### src/rtl/jt12_wr_pkg.sv
// Shared constants, FSM state and strobe indices for the jt12 CPU write decoder.
package jt12_wr_pkg;

    // Per-channel/per-operator register groups, selected by reg[7:4]
    localparam logic [3:0] REG_DT1      = 4'h3;
    localparam logic [3:0] REG_TL       = 4'h4;
    localparam logic [3:0] REG_KS_AR    = 4'h5;
    localparam logic [3:0] REG_AMEN_D1R = 4'h6;
    localparam logic [3:0] REG_D2R      = 4'h7;
    localparam logic [3:0] REG_D1L      = 4'h8;
    localparam logic [3:0] REG_SSGEG    = 4'h9;
    localparam logic [3:0] REG_FREQ     = 4'hA;
    localparam logic [3:0] REG_ALG      = 4'hB;

    localparam logic [7:0] REG_LFO      = 8'h22;
    localparam logic [7:0] REG_TA_HI    = 8'h24;
    localparam logic [7:0] REG_TA_LO    = 8'h25;
    localparam logic [7:0] REG_TB       = 8'h26;
    localparam logic [7:0] REG_MODE     = 8'h27;
    localparam logic [7:0] REG_KEYON    = 8'h28;
    localparam logic [7:0] REG_PCM_DATA = 8'h2A;
    localparam logic [7:0] REG_PCM_EN   = 8'h2B;
    localparam logic [7:0] REG_PCM_LSB  = 8'h2C;
    localparam logic [7:0] REG_CH3_OP3  = 8'hA8;
    localparam logic [7:0] REG_CH3_OP1  = 8'hA9;
    localparam logic [7:0] REG_CH3_OP2  = 8'hAA;
    localparam logic [7:0] REG_CH3_HI_LO = 8'hAC;
    localparam logic [7:0] REG_CH3_HI_HI = 8'hAE;

    typedef enum logic [1:0] {
        S_IDLE      = 2'd0,
        S_WAIT_ACK  = 2'd1,
        S_WAIT_DONE = 2'd2
    } wr_state_e;

    typedef enum logic [3:0] {
        UP_KEYON    = 4'd0,
        UP_DT1      = 4'd1,
        UP_TL       = 4'd2,
        UP_KS_AR    = 4'd3,
        UP_AMEN_D1R = 4'd4,
        UP_D2R      = 4'd5,
        UP_D1L      = 4'd6,
        UP_SSGEG    = 4'd7,
        UP_FNUMLO   = 4'd8,
        UP_BLOCK    = 4'd9,
        UP_ALG      = 4'd10,
        UP_PMS      = 4'd11
    } up_idx_e;

    localparam int NUM_UP = 12;

    typedef struct packed {
        logic       lfo_en;
        logic [2:0] lfo_freq;
        logic [9:0] value_A;
        logic [7:0] value_B;
        logic       effect;
        logic       csm;
        logic       load_A;
        logic       load_B;
        logic       en_irq_A;
        logic       en_irq_B;
        logic       clr_flag_A;
        logic       clr_flag_B;
    } glb_t;

    function automatic logic is_ch3_hi(input logic [7:0] a);
        return (a >= REG_CH3_HI_LO) && (a <= REG_CH3_HI_HI);
    endfunction

endpackage

### src/rtl/jt12_ch3_fnum.sv
// CH3 special-mode fnum/block registers: a hi write only loads the shared
// shadow, the following lo write commits {shadow, din} to one operator.
module jt12_ch3_fnum
    import jt12_wr_pkg::*;
(
    input  logic        clk_i,
    input  logic        rst_i,
    input  logic        hi_we_i,
    input  logic [2:0]  lo_we_i,   // [0]=op1, [1]=op2, [2]=op3
    input  logic [7:0]  din_i,
    output logic [10:0] fnum_op1_o,
    output logic [10:0] fnum_op2_o,
    output logic [10:0] fnum_op3_o,
    output logic [2:0]  block_op1_o,
    output logic [2:0]  block_op2_o,
    output logic [2:0]  block_op3_o
);

    logic [5:0]        shadow_q;
    logic [2:0][10:0]  fnum_q;
    logic [2:0][2:0]   block_q;

    always_ff @(posedge clk_i) begin
        if (rst_i) begin
            shadow_q <= '0;
            fnum_q   <= '0;
            block_q  <= '0;
        end else begin
            if (hi_we_i) begin
                shadow_q <= din_i[5:0];
            end
            for (int i = 0; i < 3; i++) begin
                if (lo_we_i[i]) begin
                    block_q[i] <= shadow_q[5:3];
                    fnum_q[i]  <= {shadow_q[2:0], din_i};
                end
            end
        end
    end

    assign fnum_op1_o  = fnum_q[0];
    assign fnum_op2_o  = fnum_q[1];
    assign fnum_op3_o  = fnum_q[2];
    assign block_op1_o = block_q[0];
    assign block_op2_o = block_q[1];
    assign block_op3_o = block_q[2];

endmodule

### src/rtl/jt12_wr_dec.sv
// YM2612-style CPU write decoder: global registers plus a held-strobe handshake
// towards the register file. Define JT12_PCM_EN to add the PCM registers.
module jt12_wr_dec
    import jt12_wr_pkg::*;
#(
    parameter int ACK_TIMEOUT = 3
) (
    input  logic        clk,
    input  logic        rst,
    input  logic [7:0]  cpu_din,
    input  logic [1:0]  cpu_addr,
    input  logic        cpu_cs_n,
    input  logic        cpu_wr_n,
    input  logic        busy_in,
    output logic        busy,
    output logic [7:0]  din,
    output logic [2:0]  ch,
    output logic [1:0]  op,
    output logic        up_keyon,
    output logic        up_dt1,
    output logic        up_tl,
    output logic        up_ks_ar,
    output logic        up_amen_d1r,
    output logic        up_d2r,
    output logic        up_d1l,
    output logic        up_ssgeg,
    output logic        up_fnumlo,
    output logic        up_block,
    output logic        up_alg,
    output logic        up_pms,
    output logic        effect,
    output logic        csm,
    output logic        lfo_en,
    output logic [2:0]  lfo_freq,
    output logic [9:0]  value_A,
    output logic [7:0]  value_B,
    output logic        load_A,
    output logic        load_B,
    output logic        en_irq_A,
    output logic        en_irq_B,
    output logic        clr_flag_A,
    output logic        clr_flag_B,
    output logic [10:0] fnum_ch3op1,
    output logic [10:0] fnum_ch3op2,
    output logic [10:0] fnum_ch3op3,
    output logic [2:0]  block_ch3op1,
    output logic [2:0]  block_ch3op2,
    output logic [2:0]  block_ch3op3,
`ifdef JT12_PCM_EN
    output logic [8:0]  pcm,
    output logic        pcm_en,
    output logic        pcm_wr,
`endif
    output logic [1:0]  dbg_state_o
);

    localparam int CW = $clog2(ACK_TIMEOUT + 1);

    // Handshake: a strobe in sel_q is held from entry into WAIT_ACK until the
    // register file releases busy_in (or never raises it within ACK_TIMEOUT
    // cycles); busy mirrors "strobe pending" and CPU data writes are dropped
    // while it is high. Returning to IDLE always gives a strobe-low cycle.
    wr_state_e          state_q, state_d;
    logic [CW-1:0]      cnt_q, cnt_d;
    logic [NUM_UP-1:0]  sel_q, sel_d;
    logic [7:0]         din_q, din_d;
    logic [2:0]         ch_q, ch_d;
    logic [1:0]         op_q, op_d;
    logic               wr_n_q;
    logic [7:0]         addr_q;
    logic               part_q;
    glb_t               glb_q;

    logic        wr_ev, addr_wr, data_wr, glb_we;
    logic        grp_hit, is_keyon;
    up_idx_e     grp_idx;

    assign busy    = (state_q != S_IDLE);
    assign wr_ev   = !cpu_cs_n && !cpu_wr_n && wr_n_q;
    assign addr_wr = wr_ev && !cpu_addr[0];
    assign data_wr = wr_ev && cpu_addr[0] && !busy;
    assign glb_we  = data_wr && !part_q;
    assign is_keyon = (addr_q == REG_KEYON) && !part_q;

    always_ff @(posedge clk) begin
        if (rst) begin
            wr_n_q <= 1'b1;
            addr_q <= '0;
            part_q <= 1'b0;
        end else begin
            wr_n_q <= cpu_wr_n;
            if (addr_wr) begin
                addr_q <= cpu_din;
                part_q <= cpu_addr[1];
            end
        end
    end

    always_comb begin
        grp_hit = 1'b0;
        grp_idx = UP_KEYON;
        if (addr_q[1:0] != 2'd3) begin
            case (addr_q[7:4])
                REG_DT1:      begin grp_hit = 1'b1; grp_idx = UP_DT1;      end
                REG_TL:       begin grp_hit = 1'b1; grp_idx = UP_TL;       end
                REG_KS_AR:    begin grp_hit = 1'b1; grp_idx = UP_KS_AR;    end
                REG_AMEN_D1R: begin grp_hit = 1'b1; grp_idx = UP_AMEN_D1R; end
                REG_D2R:      begin grp_hit = 1'b1; grp_idx = UP_D2R;      end
                REG_D1L:      begin grp_hit = 1'b1; grp_idx = UP_D1L;      end
                REG_SSGEG:    begin grp_hit = 1'b1; grp_idx = UP_SSGEG;    end
                REG_FREQ: begin
                    grp_hit = !addr_q[3];
                    grp_idx = addr_q[2] ? UP_BLOCK : UP_FNUMLO;
                end
                REG_ALG: begin
                    grp_hit = !addr_q[3];
                    grp_idx = addr_q[2] ? UP_PMS : UP_ALG;
                end
                default: ;
            endcase
        end
        if (is_keyon) begin
            grp_hit = 1'b1;
            grp_idx = UP_KEYON;
        end
    end

    always_ff @(posedge clk) begin
        if (rst) begin
            state_q <= S_IDLE;
            cnt_q   <= '0;
            sel_q   <= '0;
            din_q   <= '0;
            ch_q    <= '0;
            op_q    <= '0;
        end else begin
            state_q <= state_d;
            cnt_q   <= cnt_d;
            sel_q   <= sel_d;
            din_q   <= din_d;
            ch_q    <= ch_d;
            op_q    <= op_d;
        end
    end

    always_comb begin
        state_d = state_q;
        cnt_d   = cnt_q;
        sel_d   = sel_q;
        din_d   = din_q;
        ch_d    = ch_q;
        op_d    = op_q;
        case (state_q)
            S_IDLE: begin
                if (data_wr && grp_hit) begin
                    state_d = S_WAIT_ACK;
                    cnt_d   = '0;
                    sel_d   = NUM_UP'(1) << grp_idx;
                    din_d   = cpu_din;
                    ch_d    = is_keyon ? cpu_din[2:0] : {part_q, addr_q[1:0]};
                    op_d    = is_keyon ? 2'd0 : addr_q[3:2];
                end
            end
            S_WAIT_ACK: begin
                if (busy_in) begin
                    state_d = S_WAIT_DONE;
                end else if (cnt_q == CW'(ACK_TIMEOUT - 1)) begin
                    state_d = S_IDLE;
                    sel_d   = '0;
                end else begin
                    cnt_d = cnt_q + 1'b1;
                end
            end
            S_WAIT_DONE: begin
                if (!busy_in) begin
                    state_d = S_IDLE;
                    sel_d   = '0;
                end
            end
            default: begin
                state_d = S_IDLE;
                sel_d   = '0;
            end
        endcase
    end

    // Part-0 globals take effect on the write itself; the flag clears are pulses
    always_ff @(posedge clk) begin
        if (rst) begin
            glb_q <= '0;
        end else begin
            glb_q.clr_flag_A <= 1'b0;
            glb_q.clr_flag_B <= 1'b0;
            if (glb_we) begin
                case (addr_q)
                    REG_LFO: begin
                        glb_q.lfo_en   <= cpu_din[3];
                        glb_q.lfo_freq <= cpu_din[2:0];
                    end
                    REG_TA_HI: glb_q.value_A[9:2] <= cpu_din;
                    REG_TA_LO: glb_q.value_A[1:0] <= cpu_din[1:0];
                    REG_TB:    glb_q.value_B      <= cpu_din;
                    REG_MODE: begin
                        glb_q.effect     <= cpu_din[6];
                        glb_q.csm        <= (cpu_din[7:6] == 2'b10);
                        glb_q.load_A     <= cpu_din[0];
                        glb_q.load_B     <= cpu_din[1];
                        glb_q.en_irq_A   <= cpu_din[2];
                        glb_q.en_irq_B   <= cpu_din[3];
                        glb_q.clr_flag_A <= cpu_din[4];
                        glb_q.clr_flag_B <= cpu_din[5];
                    end
                    default: ;
                endcase
            end
        end
    end

`ifdef JT12_PCM_EN
    logic [8:0] pcm_q;
    logic       pcm_en_q;
    logic       pcm_wr_q;

    always_ff @(posedge clk) begin
        if (rst) begin
            pcm_q    <= '0;
            pcm_en_q <= 1'b0;
            pcm_wr_q <= 1'b0;
        end else begin
            pcm_wr_q <= 1'b0;
            if (glb_we) begin
                case (addr_q)
                    REG_PCM_DATA: begin
                        pcm_q[8:1] <= cpu_din;
                        pcm_wr_q   <= 1'b1;
                    end
                    REG_PCM_EN:  pcm_en_q <= cpu_din[7];
                    REG_PCM_LSB: pcm_q[0] <= cpu_din[3];
                    default: ;
                endcase
            end
        end
    end

    assign pcm    = pcm_q;
    assign pcm_en = pcm_en_q;
    assign pcm_wr = pcm_wr_q;
`endif

    jt12_ch3_fnum u_ch3_fnum (
        .clk_i       (clk),
        .rst_i       (rst),
        .hi_we_i     (glb_we && is_ch3_hi(addr_q)),
        .lo_we_i     ({glb_we && (addr_q == REG_CH3_OP3),
                       glb_we && (addr_q == REG_CH3_OP2),
                       glb_we && (addr_q == REG_CH3_OP1)}),
        .din_i       (cpu_din),
        .fnum_op1_o  (fnum_ch3op1),
        .fnum_op2_o  (fnum_ch3op2),
        .fnum_op3_o  (fnum_ch3op3),
        .block_op1_o (block_ch3op1),
        .block_op2_o (block_ch3op2),
        .block_op3_o (block_ch3op3)
    );

    assign din         = din_q;
    assign ch          = ch_q;
    assign op          = op_q;
    assign up_keyon    = sel_q[UP_KEYON];
    assign up_dt1      = sel_q[UP_DT1];
    assign up_tl       = sel_q[UP_TL];
    assign up_ks_ar    = sel_q[UP_KS_AR];
    assign up_amen_d1r = sel_q[UP_AMEN_D1R];
    assign up_d2r      = sel_q[UP_D2R];
    assign up_d1l      = sel_q[UP_D1L];
    assign up_ssgeg    = sel_q[UP_SSGEG];
    assign up_fnumlo   = sel_q[UP_FNUMLO];
    assign up_block    = sel_q[UP_BLOCK];
    assign up_alg      = sel_q[UP_ALG];
    assign up_pms      = sel_q[UP_PMS];
    assign effect      = glb_q.effect;
    assign csm         = glb_q.csm;
    assign lfo_en      = glb_q.lfo_en;
    assign lfo_freq    = glb_q.lfo_freq;
    assign value_A     = glb_q.value_A;
    assign value_B     = glb_q.value_B;
    assign load_A      = glb_q.load_A;
    assign load_B      = glb_q.load_B;
    assign en_irq_A    = glb_q.en_irq_A;
    assign en_irq_B    = glb_q.en_irq_B;
    assign clr_flag_A  = glb_q.clr_flag_A;
    assign clr_flag_B  = glb_q.clr_flag_B;
    assign dbg_state_o = state_q;

endmodule

### config.mk
export PLATFORM = sky130hd
export DESIGN_NAME = jt12_wr_dec
export DESIGN_NICKNAME = d
export VERILOG_FILES = /design/src/rtl/jt12_wr_pkg.sv /design/src/rtl/jt12_ch3_fnum.sv /design/src/rtl/jt12_wr_dec.sv
export SDC_FILE = /design/constraint.sdc
export NUM_CORES = 1
export LEC_CHECK = 0
export ABC_AREA = 1
export BUFFER_PORTS_ARGS = -buffer_cell sky130_fd_sc_hd__buf_2
export CORE_UTILIZATION = 57
export CTS_BUF_LIST = sky130_fd_sc_hd__clkbuf_4 sky130_fd_sc_hd__clkbuf_8 sky130_fd_sc_hd__clkbuf_16
export CTS_CLUSTER_DIAMETER = 120
export DETAILED_ROUTE_END_ITERATION = 12
export PLACE_DENSITY = 0.87
export SYNTH_ARGS = -nofsm -noshare
export SYNTH_HDL_FRONTEND = slang
export SYNTH_SLANG_ARGS = --single-unit
### constraint.sdc
create_clock -name clk -period 4 [get_ports clk]
set_input_delay 0.6 -clock clk [delete_from_list [all_inputs] [get_ports clk]]
set_output_delay 0.6 -clock clk [all_outputs]
set_load 0.01 [all_outputs]
Yosys cells after proc, flatten, opt, wreduce, memory -nomap -nowiden
Index checks and enable logic that the tools add are counted.
{ "word_totals": {"output_inout_bits": 100, "ff_bits": 117, "word_cells": 122} }
{ "classes": {"addsub": 1, "order_cmp": 2, "shift": 1, "n_eq_ne": 29, "n_mux": 24, "reduce_logical": 34, "n_bitwise": 2} }
{ "ops": {"columns": ["operator", "count"], "rows": [
  ["8-bit by 6-bit == test with 1-bit output (second input constant)", 6],
  ["12-bit two-way mux", 4],
  ["12-bit case mux with 3 select lines", 1],
  ["4-bit case mux with 9 select lines", 1],
  ["8-bit == test (second input constant)", 3],
  ["4-bit by 3-bit == test with 1-bit output (second input constant)", 4],
  ["4-bit == test (second input constant)", 4],
  ["2-bit two-way mux", 8],
  ["1-bit logical AND", 13],
  ["2-bit inequality test (second input constant)", 6],
  ["2-bit AND reduction", 6],
  ["1-bit by 4-bit left shift with 12-bit output (first input constant)", 1],
  ["8-bit greater-or-equal comparator (second input constant)", 1],
  ["8-bit less-or-equal comparator (second input constant)", 1],
  ["4-bit two-way mux", 2],
  ["4-bit AND reduction", 2],
  ["7-bit OR reduction", 1],
  ["2-bit == test (second input constant)", 3],
  ["1-bit logical NOT", 6],
  ["2-bit case mux with 3 select lines", 1],
  ["4-bit by 2-bit == test with 1-bit output (second input constant)", 1],
  ["1-bit two-way mux", 4],
  ["2-bit case mux with 2 select lines", 1],
  ["2-bit nonzero test", 2],
  ["10 further kinds", 11]
]} }

Longest topological paths before layout
Gate-level depths: netlist (run 1).
{ "depth": {"word_depth": 8, "depth_mapped": 15} }

By module
A second synthesis (run 1) with hierarchy kept.
{ "unflattened": {"cells_unflattened": 685, "hier_area_um2": 5066.1} }
{ "by_module_without_submodules": {"columns": ["mod", "cells_each", "seq_area_each_um2", "area_each_um2", "instances"], "rows": [
  ["jt12_wr_dec", 415, 1381.3, 3045.4, 1],
  ["jt12_ch3_fnum", 270, 960.9, 2020.7, 1]
]} }

Least setup slack after synthesis (run 1)
Ideal clock, no wire load.
{ "synth_timing": {"kind": "input to register", "startpoint": "input port cpu_wr_n", "endpoint": "register, netlist name effect", "slack_ns": 2.170, "setup_time_ns": 0.086, "stages": 11, "arrival_ns": 1.745, "t_required_ns": 3.914, "cell_sequence": "nor2_1 > nand2_1 > nor3_4 > nand2_2 > buf_6 > inv_2 > nand2_1 > inv_1 > buf_2 > nor2_1 > a211oi_1"} }
{ "synth_via": {"elab_chain_cells": 7} }
{ "synth_rtl": {"columns": ["item", "line_no", "source"], "rows": [
  ["from (decl)", "jt12_wr_dec.sv:13", "input logic cpu_wr_n,"],
  ["1-bit logical NOT", "jt12_wr_dec.sv:79", "assign wr_ev = !cpu_cs_n && !cpu_wr_n && wr_n_q;"],
  ["1-bit logical AND (2 in series)", "jt12_wr_dec.sv:79", null],
  ["1-bit logical AND (2 in series)", "jt12_wr_dec.sv:81", "assign data_wr = wr_ev && cpu_addr[0] && !busy;"],
  ["1-bit logical AND", "jt12_wr_dec.sv:82", "assign glb_we = data_wr && !part_q;"],
  ["2-bit AND reduction (no source line)", null, null]
]} }
No other way between the ends.
A chain may end at the register's enable or synchronous reset.

Worst setup path after layout (run 1)
{ "layout_timing": {"startpoint": "register state_q[0] (netlist: dbg_state_o[0])", "endpoint": "register u_ch3_fnum.fnum_q (netlist bit u_ch3_fnum.fnum_op1_o[10])"} }
{ "layout_via": {"elab_chain_cells": 5} }
{ "layout_rtl": {"columns": ["item", "line_no", "source"], "rows": [
  ["from (decl)", "jt12_wr_dec.sv:63", "wr_state_e state_q, state_d;"],
  ["from (signal assigned)", "jt12_wr_dec.sv:137", "state_q <= state_d;"],
  ["2-bit nonzero test", "jt12_wr_dec.sv:78", "assign busy = (state_q != S_IDLE);"],
  ["1-bit logical NOT", "jt12_wr_dec.sv:81", null],
  ["1-bit logical AND", "jt12_wr_dec.sv:81", null],
  ["1-bit logical AND", "jt12_wr_dec.sv:82", null],
  ["1-bit logical AND", "jt12_wr_dec.sv:256", "glb_we && (addr_q == REG_CH3_OP1)}),"],
  ["to (signal, indexed assignment)", "jt12_ch3_fnum.sv:35", "fnum_q[i] <= {shadow_q[2:0], din_i};"],
  ["to (decl)", "jt12_ch3_fnum.sv:20", "logic [2:0][10:0] fnum_q;"]
]} }
No other way between the ends.

==> impl_metrics.env, run 1 <==
export IMPL_ys_seq_elements=117
export IMPL_timing_fmax_mhz=420
export IMPL_clkTransAtPathRegs_ps=60
export IMPL_timing_critical_path_arrival_ps=2760
export IMPL_number_of_iterations_in_the_first_detailed_routing_pass=5
export IMPL_total_standard_cell_area_after_synthesis_sq_mm=0.00475
export IMPL_area_sequential_sq_mm=0.00234
export IMPL_final_setup_skew_ps=5.88
export IMPL_asyncSetResetFlopFracSynth_pct=0
export IMPL_post_route_drc_count=0
export IMPL_crit_reg2reg_launch="dbg_state_o[0]"
export IMPL_postSynth_topFlopCell="dfxtp_1"
export IMPL_layout_worst_path_cycle_share_pct=59.5
export IMPL_cts_buffers_inserted=17
export IMPL_cts_setup_buffers=0
export IMPL_critical_path_max_fanout=28
export IMPL_synth_net_count=629
export IMPL_pin_count=115
export IMPL_timing_setup_tns_ps=0
export IMPL_drt_initial_drc_count=469
export IMPL_first_global_vias=4368
export IMPL_power_share_of_the_combinational_group_pct=4.5
export IMPL_die_area_sq_mm=0.00871
export IMPL_die_width_um=93.3
export IMPL_floorplan_die_height_um=93.3
export IMPL_multiInputGateArea_sq_mm=0.00195
export IMPL_tightestPinTransition_ps=1040
export IMPL_cts_root_buffer_cell="clkbuf_8"
export IMPL_tritoncts="yes"
export IMPL_power_switching_w=0.000644
export IMPL_cts_hold_buffers=0
export IMPL_yosysWarningCount=0
export IMPL_timing_critical_path_from_type="flip-flop"
export IMPL_cts_htree_levels=4
export IMPL_max_vdd_ir_drop_mv=0.295
export IMPL_route_final_wire_length_um=13000
export IMPL_top_area_cell_type_share_of_the_netlist_area_pct=49.3
export IMPL_synth_top_cells_by_count="117 x dfxtp_1, 86 x nor2_1, 82 x inv_1, 68 x nand2_1, 60 x a21oi_1"
export IMPL_synth_area_top_cells="dfxtp_1 49%, nor2_1 6.8%, inv_1 6.5%"
export IMPL_hp_start="cpu_wr_n"
export IMPL_syn_area_per_cell_sq_um=7.83
export IMPL_synthDominantAreaCellType="dfxtp_1"
export IMPL_reg2reg_to="u_ch3_fnum.fnum_op1_o[10]"
export IMPL_hold_depth=2
export IMPL_number_of_antenna_violations_at_the_first_check_in_global_routing=0
export IMPL_criticalPathCategory="flip-flop to flip-flop"
export IMPL_post_drt_wl_per_cell_um=15.7
export IMPL_globalplace_congestion=0.878
export IMPL_dpl_cell_area_sq_mm=0.00534
export IMPL_critical_path_startpoint="dbg_state_o[0]"
export IMPL_placement_row_count=32
export IMPL_post_drt_via_cell_ratio=5.58
export IMPL_p_seq_share_pct=42.3
export IMPL_synth_cells=607
export IMPL_cts_resized=0
export IMPL_clock_latency_ps=520
export IMPL_gr_total_overflow=0
export IMPL_num_antenna_cells=0
export IMPL_worstHoldPathType="input port to flip-flop"
export IMPL_pwr_share_clk_pct=53.1
export IMPL_dp_final_hpwl_um=8270
export IMPL_floorplan_initialDensity_pct=60.3
export IMPL_nFillCells=540
export IMPL_switching_share_pct=23.0
export IMPL_core_area_sq_mm=0.00789
export IMPL_route_vias_total=4633
export IMPL_cp_slowest_stage_delay_ps=450
export IMPL_fraction_of_final_layout_cells_with_drive_strength_greater_than_1_pct=22.9
export IMPL_grt_max_degree=48
export IMPL_synth_yosys_seq_area_share_pct=49.3
export IMPL_reg2reg_slack_ps=1620
export IMPL_timing_hold_violations_final=0
export IMPL_critical_path_cell_chain="nor2_4, inv_2, nor3_4, nand2_2, nor2_1, nand2_1, o21ai_0, a21oi_1"
export IMPL_port_buffers=114
export IMPL_min_period_ps=2380
export IMPL_final_design_area_no_fill_sq_mm=0.00592
export IMPL_min_to="wr_n_q"
export IMPL_finalNetCount=737
export IMPL_setup_violations_final=0
export IMPL_required_ps=4380
export IMPL_power_internal_w=0.00216
export IMPL_maxCapViolCount=0
export IMPL_grt_pass1_wl_um=20900
export IMPL_cp_end_kind="flip-flop"
export IMPL_leakagePower_nw=2.81
export IMPL_max_slew_margin_rel_pct=30.6
export IMPL_synthMostInstantiatedCell="dfxtp_1"
export IMPL_rsz0062_at_grt="no"
export IMPL_netlist_cell_type_count=32
export IMPL_synth_edff_count=0
export IMPL_power_per_cell_area_mw_per_mm2=474
export IMPL_worst_r2r_cell_count=8
export IMPL_timing_final_max_slew_violations=0
export IMPL_critical_path_slowest_cell="nand2_1"
export IMPL_run_status="completed"
export IMPL_cts_num_sinks=117
export IMPL_grt_total_usage_pct=31.1
export IMPL_clock_tree_buffer_depth=2
export IMPL_finished_layout_cells=830
export IMPL_ant_nets=0
export IMPL_dp_cells=798
export IMPL_area_growth_syn_to_layout_pct=24.5
[critical path: cells and delay by family (launching register included)]
family,cells,cell delay (ps)
simple gates,5,1350
compound gates,2,450
flops,1,340
buf+inv,1,90
[final cells by class]
class,instances,share of cell area [%]
sequential,117,39.6
multi-input combinational,376,32.9
timing repair buffer,117,10.0
clock buffer,18,7.13
inverter,86,5.46
clock inverter,14,2.71
tap,102,2.16
[worst max-delay path by stage]
stage,slack [ps],end,cells after the start
CTS,1640,u_ch3_fnum.fnum_op1_o[10],8
detailed placement,1410,u_ch3_fnum.block_op1_o[2],9
global route,1390,u_ch3_fnum.fnum_op1_o[10],8
finish,1620,u_ch3_fnum.fnum_op1_o[10],8
global placement,1550,u_ch3_fnum.fnum_op1_o[1],9
floorplan,2170,effect,11
[state kept, by name (all words and copies together) (netlist names), 6 cells and up]
register and cells:
value_A 10, din 8, addr_q 8, u_ch3_fnum.fnum_op1_o 11, value_B 8, u_ch3_fnum.fnum_op3_o 11
sel_q 12, u_ch3_fnum.shadow_q 6, u_ch3_fnum.fnum_op2_o 11
[through the flow]
step | utilization [%] | worst slack (ps) | total power [W] | hold WS, ps
2_1_floorplan | - | 2170 | 0.00129 | 447
3_3_place_gp | 67.6 | 1550 | 0.00133 | 430
3_5_place_dp | 67.6 | 1410 | 0.00133 | 432
4_1_cts | 75.0 | 1640 | 0.00281 | 282
5_1_grt | 75.0 | 1390 | 0.00289 | 281
6_report | 75.0 | 1620 | 0.00281 | 288
[cell usage in the layout, fill, tap and decap left out, types with 2 or more instances in the layout]
| cell | synthesis | layout |
|---|---|---|
| a211oi_1 | 37 | 37 |
| clkbuf_16 | 0 | 16 |
| o21ai_1 | 5 | 5 |
| buf_4 | 1 | 3 |
| inv_1 | 82 | 82 |
| nand4_1 | 7 | 7 |
| nor3_1 | 4 | 4 |
| nor2_1 | 86 | 86 |
| o21ai_0 | 59 | 59 |
| nor4_1 | 7 | 7 |
| inv_2 | 4 | 4 |
| bufinv_16 | 0 | 3 |
| ha_1 | 7 | 7 |
| clkinvlp_4 | 0 | 3 |
| nor2_2 | 2 | 2 |
| clkinv_2 | 0 | 6 |
| nand3_1 | 19 | 19 |
| nand2_1 | 68 | 68 |
| dfxtp_1 | 117 | 117 |
| buf_2 | 12 | 114 |
| a21oi_1 | 60 | 60 |
| nor3_4 | 3 | 3 |
| nand2_2 | 2 | 2 |
[kinds of logic (layout without fill, tap and decap cells)]
kind of cell	after synthesis	in the layout	synth area share, %
AOI/OAI and AO/OA	162	162	19.1
adders and majority gates	7	7	1.84
DFF	117	117	49.3
buffers and inverters	114	235	9.71
and+or+nand+nor	207	207	20.1
[power groups by stage]
stage / logic, W / registers (W) / clock network, W
final: 0.000127 / 0.00119 / 0.00149
after global routing: 0.000140 / 0.00119 / 0.00156
after CTS: 0.000125 / 0.00119 / 0.00150
after detailed placement: 0.000120 / 0.00121 / 0
after global placement: 0.000117 / 0.00121 / 0
after floorplan: 0.0000769 / 0.00121 / 0
[per-layer routing]
layer	vias to the layer above	GRT usage, %	part of all wire [%]
met4	0	13.2	2.6
met5	-	0	0
met1	2155	36.0	40
met2	213	53.2	50
li1	2222	-	-
met3	43	9.51	7.8
Note: power is estimated with default switching activity, not from simulation.
==> run 2, diff against run 1 <==
- ABC_AREA: 1 -> 0
- CORE_UTILIZATION: 57 -> 54
- PLACE_DENSITY: 0.87 -> 0.83
- clock period: 4 -> 2.4 ns (I/O delays scaled with it)
==> run 2 against run 1 <==
  * The run now ends with DRC left
  * Global-route usage down 3.7 points
  * Non-clock buffer count up 13
  * Combinational power increased by 31%
  * Setup slack got worse by 1400 ps
  * Sequential power increased by 66%
  * Clock-buffer cell count grew 4
  * Final cell count fell by 9.9%
  * Sequential cell count did not move
  * Maximum frequency grew 7.7%
  * Critical path type unchanged
  * Critical endpoint is now sel_q[3]
  * Largest cell class is now multi-input combinational cells
==> impl_metrics.env, run 2 <==
export IMPL_cts_num_sinks=117
export IMPL_yosysWarningCount=0
export IMPL_timing_setup_tns_ps=0
export IMPL_critical_path_max_fanout=6
export IMPL_timing_fmax_mhz=453
export IMPL_placement_row_count=34
export IMPL_number_of_iterations_in_the_first_detailed_routing_pass=11
export IMPL_power_switching_w=0.000990
export IMPL_ys_seq_elements=117
export IMPL_first_global_vias=4167
export IMPL_registers_top_by_ff_count="sel_q"
export IMPL_critical_path_buf_inv_count=2
export IMPL_cts_root_buffer_cell="clkbuf_8"
export IMPL_die_width_um=98.0
export IMPL_port_buffers=114
export IMPL_floorplan_die_height_um=98.0
export IMPL_critical_path_slowest_cell="o311a_1"
export IMPL_clock_latency_ps=510
export IMPL_floorplan_initialDensity_pct=56.5
export IMPL_asyncSetResetFlopFracSynth_pct=0
export IMPL_post_route_drc_count=6
export IMPL_cp_num_cells=8
export IMPL_grt_total_usage_pct=27.4
export IMPL_run_status="finished with violations"
export IMPL_maxCapViolCount=0
export IMPL_core_area_sq_mm=0.00881
export IMPL_finalNetCount=651
export IMPL_worstHoldPathType="input port to flip-flop"
export IMPL_grt_pass1_wl_um=20900
export IMPL_crit_reg2reg_launch="addr_q[6]"
export IMPL_synth_top_cells_by_count="117 x dfxtp_1, 78 x nor2_1, 75 x mux2i_1, 33 x nand2_1, 31 x a21oi_1"
export IMPL_reg2reg_to="sel_q[3]"
export IMPL_area_sequential_sq_mm=0.00234
export IMPL_power_internal_w=0.00368
export IMPL_ant_nets=0
export IMPL_pwr_share_clk_pct=54.3
export IMPL_nFillCells=624
export IMPL_gr_total_overflow=0
export IMPL_drt_initial_drc_count=258
export IMPL_reg2reg_slack_ps=190
export IMPL_top_area_cell_type_share_of_the_netlist_area_pct=47.1
export IMPL_syn_area_per_cell_sq_um=9.55
export IMPL_leakagePower_nw=2.63
export IMPL_clock_tree_buffer_depth=2
export IMPL_synth_yosys_seq_area_share_pct=47.1
export IMPL_switching_share_pct=21.2
export IMPL_post_drt_via_cell_ratio=5.72
export IMPL_tritoncts="yes"
export IMPL_criticalPathCategory="flip-flop to flip-flop"
export IMPL_power_share_of_the_combinational_group_pct=3.6
export IMPL_fraction_of_final_layout_cells_with_drive_strength_greater_than_1_pct=28.7
export IMPL_worst_r2r_cell_count=8
export IMPL_final_setup_skew_ps=8.28
export IMPL_globalplace_congestion=0.855
export IMPL_synth_net_count=543
export IMPL_cp_end_kind="flip-flop"
export IMPL_worst_path_dominant_cell_family="compound AO/OA/AOI/OAI gates"
export IMPL_grt_max_degree=120
export IMPL_pin_count=115
export IMPL_tightestPinTransition_ps=613
export IMPL_clkTransAtPathRegs_ps=60
export IMPL_timing_final_max_slew_violations=0
export IMPL_dp_final_hpwl_um=8350
export IMPL_route_vias_total=4276
export IMPL_synthDominantAreaCellType="dfxtp_1"
export IMPL_synth_area_top_cells="dfxtp_1 47%, mux2i_1 15%, nor2_1 5.9%"
export IMPL_layout_worst_path_cycle_share_pct=92.1
export IMPL_required_ps=2770
export IMPL_postSynth_topFlopCell="dfxtp_1"
export IMPL_netlist_cell_type_count=53
export IMPL_highest_count_cells_in_the_layout_ignoring_fill_and_taps="115 x dfxtp_1, 113 x buf_2, 78 x nor2_1"
export IMPL_power_per_cell_area_mw_per_mm2=745
export IMPL_flip_flop_count_of_the_largest_register_after_layout=12
export IMPL_area_growth_syn_to_layout_pct=25.9
export IMPL_min_to="wr_n_q"
export IMPL_timing_critical_path_arrival_ps=2580
export IMPL_finished_layout_cells=748
export IMPL_cts_hold_buffers=0
export IMPL_violations_in_the_final_reports="DRC"
export IMPL_hp_start="cpu_wr_n"
export IMPL_critical_path_startpoint="addr_q[6]"
export IMPL_post_drt_wl_per_cell_um=17.0
export IMPL_cts_buffers_inserted=17
export IMPL_max_slew_margin_rel_pct=59.0
export IMPL_timing_hold_violations_final=0
export IMPL_rsz0062_at_grt="no"
export IMPL_synth_cells=521
export IMPL_number_of_antenna_violations_at_the_first_check_in_global_routing=0
export IMPL_route_final_wire_length_um=12700
export IMPL_min_period_ps=2210
export IMPL_total_standard_cell_area_after_synthesis_sq_mm=0.00497
export IMPL_multiInputGateArea_sq_mm=0.00239
export IMPL_max_vdd_ir_drop_mv=0.518
export IMPL_synthMostInstantiatedCell="dfxtp_1"
export IMPL_synth_edff_count=0
export IMPL_die_area_sq_mm=0.00960
export IMPL_p_seq_share_pct=42.1
export IMPL_dp_cells=718
export IMPL_hold_depth=2
export IMPL_setup_violations_final=0
export IMPL_final_common_cell="dfxtp_1"
export IMPL_timing_critical_path_from_type="flip-flop"
export IMPL_cp_slowest_stage_delay_ps=390
export IMPL_cts_htree_levels=4
export IMPL_critical_path_cell_chain="inv_1, ha_1, mux2i_2, nor3b_1, o311a_1, buf_4, o211ai_1, o32ai_1"
export IMPL_num_antenna_cells=0
## run 2: logic make-up after synthesis
group           share of synthesized area, %
fa+ha+maj                               1.76
mux                                     16.0
flops                                   47.1
simple gates                            19.2
buf+inv                                 5.26
compound gates                          10.7
## run 2: what timing repair did
item | 4_1_cts | 5_1_grt
gates resized for setup | 0 | 9
setup buffers | 0 | 0
endpoints found under the setup margin | 0 | 26
## run 2: how the worst max path moves through the flow
stage | endpoint | slack [ps]
floorplan | dbg_state_o[0] | 280
global placement | sel_q[7] | 200
detailed placement | sel_q[3] | 100
CTS | ch[0] | 20
global route | ch[0] | 20
finish | sel_q[3] | 190
## run 2: worst reg2reg max path: cells and delay by family, from the launching register on
| kind | cells | cell delay, ps |
|---|---|---|
| muxes | 1 | 240 |
| adders and majority gates | 1 | 290 |
| buffers and inverters | 2 | 250 |
| and+or+nand+nor | 1 | 130 |
| DFF | 1 | 370 |
| AOI/OAI and AO/OA | 3 | 800 |
## run 2: final cells by class
class / instances / area share, %
clock buffers: 22 / 7.51
clock inverters: 8 / 2.00
repair buffers: 130 / 11.7
well taps: 108 / 2.16
inverters: 16 / 0.959
multi-input cells: 347 / 38.2
flip-flops and latches: 117 / 37.4
## run 2: power groups by stage
stage / registers (W) / logic [W] / clock network [W]
after global routing: 0.00197 / 0.000178 / 0.00265
final: 0.00197 / 0.000166 / 0.00254
after floorplan: 0.00200 / 0.000113 / 0
after global placement: 0.00201 / 0.000158 / 0
after detailed placement: 0.00201 / 0.000161 / 0
after CTS: 0.00197 / 0.000162 / 0.00256
## run 2: per-layer routing
metal	global-route usage [%]	part of all wire [%]
met1	33.3	42
met2	44.6	48
met5	0	0
met4	13.1	2.3
met3	7.95	7.1
## run 2: per-stage QoR
step	utilization (%)	hold slack, ps	instance area [sq um]	total power [W]	setup slack [ps]
2_1_floorplan	-	467	4970	0.00211	279
3_5_place_dp	64.0	457	5640	0.00217	96.7
5_1_grt	71.1	89.1	6260	0.00480	20.4
3_3_place_gp	64.0	450	5640	0.00216	197
6_report	71.1	86.9	6260	0.00467	190
4_1_cts	70.8	72.2	6230	0.00469	24.7
